$ cat src/rtl/ac_mode_sequencer_pkg.sv
// Shared constants, state encoding and actuator decode for the AC sequencer.
// Mode bit positions match the comparator stage's ac_working_mode layout.
package ac_mode_sequencer_pkg;

    localparam int AC_HEAT_MODE_BIT   = 0;
    localparam int AC_COOL_MODE_BIT   = 1;
    localparam int AC_SEQ_STATE_WIDTH = 3;

    localparam int AC_PRE_FAN_TICKS_DEF  = 2;
    localparam int AC_MIN_ON_TICKS_DEF   = 10;
    localparam int AC_POST_FAN_TICKS_DEF = 3;
    localparam int AC_LOCKOUT_TICKS_DEF  = 5;
    localparam int AC_CNT_W_DEF          = 8;

    typedef enum logic [AC_SEQ_STATE_WIDTH-1:0] {
        AC_SEQ_IDLE     = 3'd0,
        AC_SEQ_PRE_FAN  = 3'd1,
        AC_SEQ_HEAT     = 3'd2,
        AC_SEQ_COOL     = 3'd3,
        AC_SEQ_POST_FAN = 3'd4
    } ac_seq_state_e;

    typedef struct packed {
        logic heater;
        logic cooler;
        logic fan;
        logic busy;
    } ac_act_t;

    function automatic ac_act_t ac_decode(input ac_seq_state_e s);
        ac_act_t a;
        a.heater = (s == AC_SEQ_HEAT);
        a.cooler = (s == AC_SEQ_COOL);
        a.fan    = (s == AC_SEQ_PRE_FAN) || (s == AC_SEQ_HEAT) ||
                   (s == AC_SEQ_COOL) || (s == AC_SEQ_POST_FAN);
        a.busy   = (s != AC_SEQ_IDLE);
        return a;
    endfunction

endpackage

$ cat src/rtl/ac_mode_sequencer_if.sv
// Comparator-side requests in, actuator drives and status out.
// master = request/timebase source, slave = the sequencer.
interface ac_mode_sequencer_if;
    import ac_mode_sequencer_pkg::*;

    logic                          tick_i;
    logic [1:0]                    ac_working_mode_i;
    logic                          heat_req_i;
    logic                          cool_req_i;
    logic                          heater_en_o;
    logic                          cooler_en_o;
    logic                          fan_en_o;
    logic [AC_SEQ_STATE_WIDTH-1:0] state_o;
    logic                          busy_o;

    modport master (
        output tick_i, ac_working_mode_i, heat_req_i, cool_req_i,
        input  heater_en_o, cooler_en_o, fan_en_o, state_o, busy_o
    );

    modport slave (
        input  tick_i, ac_working_mode_i, heat_req_i, cool_req_i,
        output heater_en_o, cooler_en_o, fan_en_o, state_o, busy_o
    );

endinterface

$ cat src/rtl/ac_tick_counter.sv
// Phase counter: clears on state entry, saturates at limit_i.
// done_o flags the tick that completes limit_i ticks.
module ac_tick_counter #(
    parameter int CNT_W = 8
) (
    input  logic             clk_i,
    input  logic             rst_ni,
    input  logic             clr_i,
    input  logic             tick_i,
    input  logic [CNT_W-1:0] limit_i,
    output logic             done_o,
    output logic             sat_o
);

    logic [CNT_W-1:0] cnt_q;
    logic [CNT_W-1:0] cnt_d;

    always_comb begin
        cnt_d = cnt_q;
        if (clr_i) begin
            cnt_d = '0;
        end else if (tick_i && (cnt_q < limit_i)) begin
            cnt_d = cnt_q + 1'b1;
        end
    end

    always_ff @(posedge clk_i) begin
        if (!rst_ni) begin
            cnt_q <= '0;
        end else begin
            cnt_q <= cnt_d;
        end
    end

    assign done_o = tick_i && (limit_i != '0) && (cnt_q == limit_i - 1'b1);
    assign sat_o  = (cnt_q >= limit_i);

endmodule

$ cat src/rtl/ac_mode_sequencer.sv
// AC actuator sequencer: fan pre/post-run, element min-on time and
// compressor restart lockout, with heater and cooler mutually exclusive.
module ac_mode_sequencer
    import ac_mode_sequencer_pkg::*;
#(
    parameter int PRE_FAN_TICKS  = AC_PRE_FAN_TICKS_DEF,
    parameter int MIN_ON_TICKS   = AC_MIN_ON_TICKS_DEF,
    parameter int POST_FAN_TICKS = AC_POST_FAN_TICKS_DEF,
    parameter int LOCKOUT_TICKS  = AC_LOCKOUT_TICKS_DEF,
    parameter int CNT_W          = AC_CNT_W_DEF
) (
    input  logic               clk_i,
    input  logic               rst_ni,
    ac_mode_sequencer_if.slave bus
);

    localparam logic [CNT_W-1:0] PRE_LIM  = CNT_W'(PRE_FAN_TICKS);
    localparam logic [CNT_W-1:0] MIN_LIM  = CNT_W'(MIN_ON_TICKS);
    localparam logic [CNT_W-1:0] POST_LIM = CNT_W'(POST_FAN_TICKS);
    localparam logic [CNT_W-1:0] LOCK_LIM = CNT_W'(LOCKOUT_TICKS);

    ac_seq_state_e    state_q, state_d;
    logic             tgt_cool_q, tgt_cool_d;
    logic [CNT_W-1:0] lock_q, lock_d;
    ac_act_t          act_q, act_d;

    logic             heat_q, cool_q;
    logic             mode_heat, mode_cool;
    logic [CNT_W-1:0] ph_limit;
    logic             ph_clr, ph_done, ph_sat;

    assign mode_heat = bus.ac_working_mode_i[AC_HEAT_MODE_BIT];
    assign mode_cool = bus.ac_working_mode_i[AC_COOL_MODE_BIT];
    assign heat_q    = bus.heat_req_i & mode_heat;
    assign cool_q    = bus.cool_req_i & mode_cool;

    always_comb begin
        ph_limit = '0;
        unique case (state_q)
            AC_SEQ_PRE_FAN:  ph_limit = PRE_LIM;
            AC_SEQ_HEAT:     ph_limit = MIN_LIM;
            AC_SEQ_COOL:     ph_limit = MIN_LIM;
            AC_SEQ_POST_FAN: ph_limit = POST_LIM;
            default:         ph_limit = '0;
        endcase
    end

    ac_tick_counter #(
        .CNT_W (CNT_W)
    ) u_phase (
        .clk_i   (clk_i),
        .rst_ni  (rst_ni),
        .clr_i   (ph_clr),
        .tick_i  (bus.tick_i),
        .limit_i (ph_limit),
        .done_o  (ph_done),
        .sat_o   (ph_sat)
    );

    always_comb begin
        state_d    = state_q;
        tgt_cool_d = tgt_cool_q;
        unique case (state_q)
            AC_SEQ_IDLE: begin
                if (heat_q) begin
                    state_d    = AC_SEQ_PRE_FAN;
                    tgt_cool_d = 1'b0;
                end else if (cool_q && (lock_q == '0)) begin
                    state_d    = AC_SEQ_PRE_FAN;
                    tgt_cool_d = 1'b1;
                end
            end
            AC_SEQ_PRE_FAN: begin
                // Losing the target request aborts before the element ever starts
                if (tgt_cool_q ? !cool_q : !heat_q) begin
                    state_d = AC_SEQ_IDLE;
                end else if (ph_done) begin
                    state_d = tgt_cool_q ? AC_SEQ_COOL : AC_SEQ_HEAT;
                end
            end
            AC_SEQ_HEAT: begin
                if (!mode_heat || (!heat_q && ph_sat)) begin
                    state_d = AC_SEQ_POST_FAN;
                end
            end
            AC_SEQ_COOL: begin
                if (!mode_cool || (!cool_q && ph_sat)) begin
                    state_d = AC_SEQ_POST_FAN;
                end
            end
            AC_SEQ_POST_FAN: begin
                if (ph_done) begin
                    state_d = AC_SEQ_IDLE;
                end
            end
            default: begin
                state_d = AC_SEQ_IDLE;
            end
        endcase
    end

    assign ph_clr = (state_d != state_q);

    always_comb begin
        lock_d = lock_q;
        if ((state_q == AC_SEQ_COOL) && (state_d != AC_SEQ_COOL)) begin
            lock_d = LOCK_LIM;
        end else if (bus.tick_i && (lock_q != '0)) begin
            lock_d = lock_q - 1'b1;
        end
    end

    assign act_d = ac_decode(state_d);

    always_ff @(posedge clk_i) begin
        if (!rst_ni) begin
            state_q    <= AC_SEQ_IDLE;
            tgt_cool_q <= 1'b0;
            lock_q     <= '0;
            act_q      <= '0;
        end else begin
            state_q    <= state_d;
            tgt_cool_q <= tgt_cool_d;
            lock_q     <= lock_d;
            act_q      <= act_d;
        end
    end

    assign bus.heater_en_o = act_q.heater;
    assign bus.cooler_en_o = act_q.cooler;
    assign bus.fan_en_o    = act_q.fan;
    assign bus.busy_o      = act_q.busy;
    assign bus.state_o     = state_q;

endmodule
$ cat src/flat_wrapper.sv
// flat-port wrapper written by rule: the top's interface ports become plain ports
module ac_mode_sequencer_flat import ac_mode_sequencer_pkg::*;
#(
    parameter int PRE_FAN_TICKS  = AC_PRE_FAN_TICKS_DEF,
    parameter int MIN_ON_TICKS   = AC_MIN_ON_TICKS_DEF,
    parameter int POST_FAN_TICKS = AC_POST_FAN_TICKS_DEF,
    parameter int LOCKOUT_TICKS  = AC_LOCKOUT_TICKS_DEF,
    parameter int CNT_W          = AC_CNT_W_DEF
)
  (clk_i, rst_ni, bus_tick_i, bus_ac_working_mode_i, bus_heat_req_i, bus_cool_req_i, bus_heater_en_o, bus_cooler_en_o, bus_fan_en_o, bus_state_o, bus_busy_o);
  ac_mode_sequencer_if bus_i ();
  input  logic clk_i;
  input  logic rst_ni;
  input wire logic [$bits(bus_i.tick_i)-1:0] bus_tick_i;
  input wire logic [$bits(bus_i.ac_working_mode_i)-1:0] bus_ac_working_mode_i;
  input wire logic [$bits(bus_i.heat_req_i)-1:0] bus_heat_req_i;
  input wire logic [$bits(bus_i.cool_req_i)-1:0] bus_cool_req_i;
  output wire logic [$bits(bus_i.heater_en_o)-1:0] bus_heater_en_o;
  output wire logic [$bits(bus_i.cooler_en_o)-1:0] bus_cooler_en_o;
  output wire logic [$bits(bus_i.fan_en_o)-1:0] bus_fan_en_o;
  output wire logic [$bits(bus_i.state_o)-1:0] bus_state_o;
  output wire logic [$bits(bus_i.busy_o)-1:0] bus_busy_o;
  assign bus_i.tick_i = bus_tick_i;
  assign bus_i.ac_working_mode_i = bus_ac_working_mode_i;
  assign bus_i.heat_req_i = bus_heat_req_i;
  assign bus_i.cool_req_i = bus_cool_req_i;
  assign bus_heater_en_o = bus_i.heater_en_o;
  assign bus_cooler_en_o = bus_i.cooler_en_o;
  assign bus_fan_en_o = bus_i.fan_en_o;
  assign bus_state_o = bus_i.state_o;
  assign bus_busy_o = bus_i.busy_o;
  ac_mode_sequencer #(.PRE_FAN_TICKS(PRE_FAN_TICKS), .MIN_ON_TICKS(MIN_ON_TICKS), .POST_FAN_TICKS(POST_FAN_TICKS), .LOCKOUT_TICKS(LOCKOUT_TICKS), .CNT_W(CNT_W)) u_core (.clk_i(clk_i), .rst_ni(rst_ni), .bus(bus_i));
endmodule
$ cat config.mk
export PLATFORM = sky130hd
export DESIGN_NAME = ac_mode_sequencer_flat
export DESIGN_NICKNAME = d
export VERILOG_FILES = /design/src/rtl/ac_mode_sequencer_pkg.sv /design/src/rtl/ac_mode_sequencer_if.sv /design/src/rtl/ac_tick_counter.sv /design/src/rtl/ac_mode_sequencer.sv /design/src/flat_wrapper.sv
export SDC_FILE = /design/constraint.sdc
export NUM_CORES = 1
export LEC_CHECK = 0
export ABC_AREA = 1
export CAP_MARGIN = 20
export CORE_UTILIZATION = 35
export DETAILED_ROUTE_END_ITERATION = 12
export DONT_BUFFER_PORTS = 1
export PLACE_DENSITY = 0.51
export SLEW_MARGIN = 0
export SYNTH_ARGS = -nofsm -noshare
export SYNTH_HDL_FRONTEND = slang
export SYNTH_HIERARCHICAL = 1
export SYNTH_SLANG_ARGS = --single-unit
$ cat constraint.sdc
create_clock -name clk_i -period 4.8 [get_ports clk_i]
set_input_delay 0.96 -clock clk_i [delete_from_list [all_inputs] [get_ports clk_i]]
set_output_delay 0.96 -clock clk_i [all_outputs]
set_load 0.02 [all_outputs]
==> metrics.csv <==
stage,metric,value,unit
synthesis,ys.warnings.count,6,
die,coreArea,5270,um2
worst_hold_path,hold_path_depth,2,
cts,numCtsBuffers,3,
die,die_h,77.0,um
cts,cts_max_path_buffers,2,
power,powerDensity,379,nW/um2
cts,clock_latency,0.27,ns
worst_hold_path,hold_class,reg2reg,
die,placementRows,26,
layout,finalNetCount,351,
power,ir_worst_vdd,0.243,mV
grt,grtUsageTotal,0.158,
power,p_comb_frac,0.448,
detailed_routing,firstDrtPassIters,4,
timing,rsz0062_at_grt,no,
setup_path,crit_type,reg2reg,
cts,cts_root_buf,clkbuf_8,
timing,drv_slew,0,
layout,area_growth,8.46,%
power,p_clk_frac,0.219,
grt,grt_pass1_wl,7.62,mm
synthesis,synthFlopType,dfxtp_1,
worst_hold_path,min-delay-start,u_core/lock_q[1]$_SDFFE_PP0P_,
layout,layout.area.seq,480,um2
cts,cts_htree_levels,1,
detailed_routing,wl_per_cell,10.8,um
layout,drive_gt1_frac,0.0876,
setup_path,cp-start-kind,register,
detailed_routing,vias,1816,
setup_path,critPathLaunch,u_core/bus.state_o[1]$_SDFF_PN0_,
setup_path,crit_fanout,7,
grt,grt.overflow.total,0,
cts,post_cts_buffers,0,
status,status,"complete, no violations",
cts,cts.clk_slew.worst_paths,0.09,ns
detailed_routing,vias_per_cell,4.53,
synthesis,yosys_register_bits,24,
detailed_routing,drc,0,
layout,final_common_cell,nand2_1,
power,p_total,0.809,mW
setup_path,critPathArrivalTime,3.47,ns
placement,dp_hpwl,3.47,mm
timing,worst_pin_slew,0.506,ns
timing,slew_headroom,0.662,
timing,fin_setup_tns,0,ns
cts,tritoncts,done,
worst_hold_path,worstHoldEndpoint,u_core/lock_q[1]$_SDFFE_PP0P_,
timing,fmax,0.306,GHz
layout,multi_input_area,1300,um2
setup_path,cp-end-kind,register,
setup_path,r2r_start,u_core/bus.state_o[1]$_SDFF_PN0_,
layout,fill_cells,607,
setup_path,r2r_cells,24,
detailed_routing,drtIter0Drc,63,
placement,gp_congestion,0.818,
timing,fin_skew,0.00757,ns
die,fp.dieW,77.0,um
synthesis,syn_area_per_cell,6.15,um2
cts,cts_resized,0,
timing,hold_viol,0,
detailed_routing,drt-total-wl,4.34,mm
power,p_leak,1.05,nW
setup_path,r2r_setup_slack,1.53,ns
cts,cts_num_sinks,24,
synthesis,synth_async_sr_flop_share,0,
cts,hold_buffers,0,
timing,setup_viol,0,
setup_path,r2r_end,u_core/u_phase/cnt_q[3]$_SDFFE_PP0P_,
synthesis,synth_edf_count,0,
synthesis,syn_area,1970,um2
flow_run,max_cap_viol_count,0,
power,seqPwrFrac,0.332,
detailed_routing,antenna_left,0,
grt,antenna_found_initial,0,
layout,antenna_cells,0,
power,switching_share,0.409,
grt,grt_pass1_vias,1780,
synthesis,yosysSeqAreaShare,0.244,
power,p_switching,0.330,mW
layout,layout_common_cells,"103 x nand2_1, 49 x inv_1, 34 x nor2_1",
die,initial_core_util,0.373,
timing,finalCritPeriodShare,0.681,
placement,port_buffers,0,
power,intPower,0.478,mW
die,die_area,5930,um2
grt,grt_max_degree,15,
synthesis,synth_cells,320,
die,io_pins,14,
timing,min_period,3.27,ns
setup_path,cp.required,5.00,ns
synthesis,synth.distinct_cells,26,
sequential cells by signal (all words and copies together) (netlist names):
name	count
u_core/tgt_cool_q	1
u_core/bus.busy_o	1
u_core/bus.heater_en_o	1
u_core/bus.fan_en_o	1
u_core/bus.cooler_en_o	1
u_core/lock_q	8
u_core/u_phase/cnt_q	8
u_core/bus.state_o	3
metrics by stage:
stage / instances / worst slack [ns] / instance area (um2) / util / hold slack, ns
after detailed placement: 397 / 1.50 / 2060 / 0.392 / 0.475
final: 401 / 1.53 / 2130 / 0.405 / 0.485
after global placement: 397 / 1.55 / 2060 / 0.392 / 0.473
after global routing: 401 / 1.10 / 2130 / 0.405 / 0.535
after CTS: 401 / 1.47 / 2130 / 0.405 / 0.490
after floorplan: 330 / 2.05 / 2010 / - / 0.453
power groups by stage:
stage	logic, mW	registers, mW	clock network (mW)
after detailed placement	0.363	0.273	0
after global placement	0.362	0.275	0
final	0.363	0.269	0.177
after global routing	0.434	0.274	0.195
after floorplan	0.313	0.263	0
after CTS	0.364	0.269	0.186
per-layer routing:
metal | global-route usage | up-vias | share of wire
met4 | 0.0472 | 0 | 0.012
met5 | 0 | - | 0
met3 | 0.0202 | 6 | 0.027
met1 | 0.191 | 766 | 0.50
li1 | - | 1013 | -
met2 | 0.288 | 31 | 0.46
logic make-up (layout without fill, tap and decap cells):
family,count (synthesis),in the layout,synth area share
AO/OA/AOI/OAI,29,29,0.0807
XOR/XNOR,7,7,0.0312
buffers and inverters,55,56,0.116
flip-flops,24,24,0.244
AND/OR/NAND/NOR,192,192,0.450
other,1,11,0.00191
adder cells (fa/ha/maj),12,12,0.0763
worst max-delay path: stages (launching register included):
cell     delay [ns]
dfxtp_1        0.55
inv_1          0.14
nor2_1         0.23
nor2_1         0.08
nand2_1        0.06
inv_1          0.07
ha_1           0.30
inv_1          0.04
nand2_1        0.05
nand3_1        0.08
nor2_1         0.12
nand3_1        0.07
nor2_1         0.11
nand3_1        0.07
nor2_1         0.22
inv_1          0.09
nand2_1        0.06
nand2_1        0.07
nand3_2        0.10
nand3_4        0.11
nand2_1        0.09
nand3_1        0.08
nor2_1         0.14
inv_1          0.13
a21oi_1        0.13
worst max path at each step:
stage | endpoint | slack [ns]
6_report | u_core/u_phase/cnt_q[3]$_SDFFE_PP0P_ | 1.53
3_5_place_dp | u_core/u_phase/cnt_q[6]$_SDFFE_PP0P_ | 1.50
5_1_grt | u_core/u_phase/cnt_q[2]$_SDFFE_PP0P_ | 1.10
2_1_floorplan | u_core/u_phase/cnt_q[0]$_SDFFE_PP0P_ | 2.05
4_1_cts | u_core/u_phase/cnt_q[3]$_SDFFE_PP0P_ | 1.47
3_3_place_gp | u_core/u_phase/cnt_q[6]$_SDFFE_PP0P_ | 1.55
cells in the mapped netlist (2+ instances only):
| library cell | number | area, um2 |
|---|---|---|
| nand3_4 | 2 | 35.0 |
| nand3b_1 | 2 | 15.0 |
| nand3_1 | 23 | 115 |
| o21ai_0 | 5 | 25.0 |
| nand2_1 | 103 | 387 |
| xor2_1 | 7 | 61.3 |
| buf_6 | 2 | 22.5 |
| nor2_1 | 34 | 128 |
| a21oi_1 | 19 | 95.1 |
| nand2_2 | 7 | 43.8 |
| nand4_1 | 9 | 56.3 |
| nand3_2 | 3 | 30.0 |
| nor2_2 | 5 | 31.3 |
| nor2_4 | 4 | 45.0 |
| inv_1 | 49 | 184 |
| ha_1 | 12 | 150 |
| dfxtp_1 | 24 | 480 |
| inv_2 | 2 | 7.51 |
layout make-up:
cell class	count	area share
Clock buffer	3	0.0193
Sequential cell	24	0.225
Inverter	52	0.0926
Tap cell	70	0.0410
Multi-Input combinational cell	251	0.608
Clock inverter	1	0.0141
No activity file was read; power rests on OpenSTA's default activity.
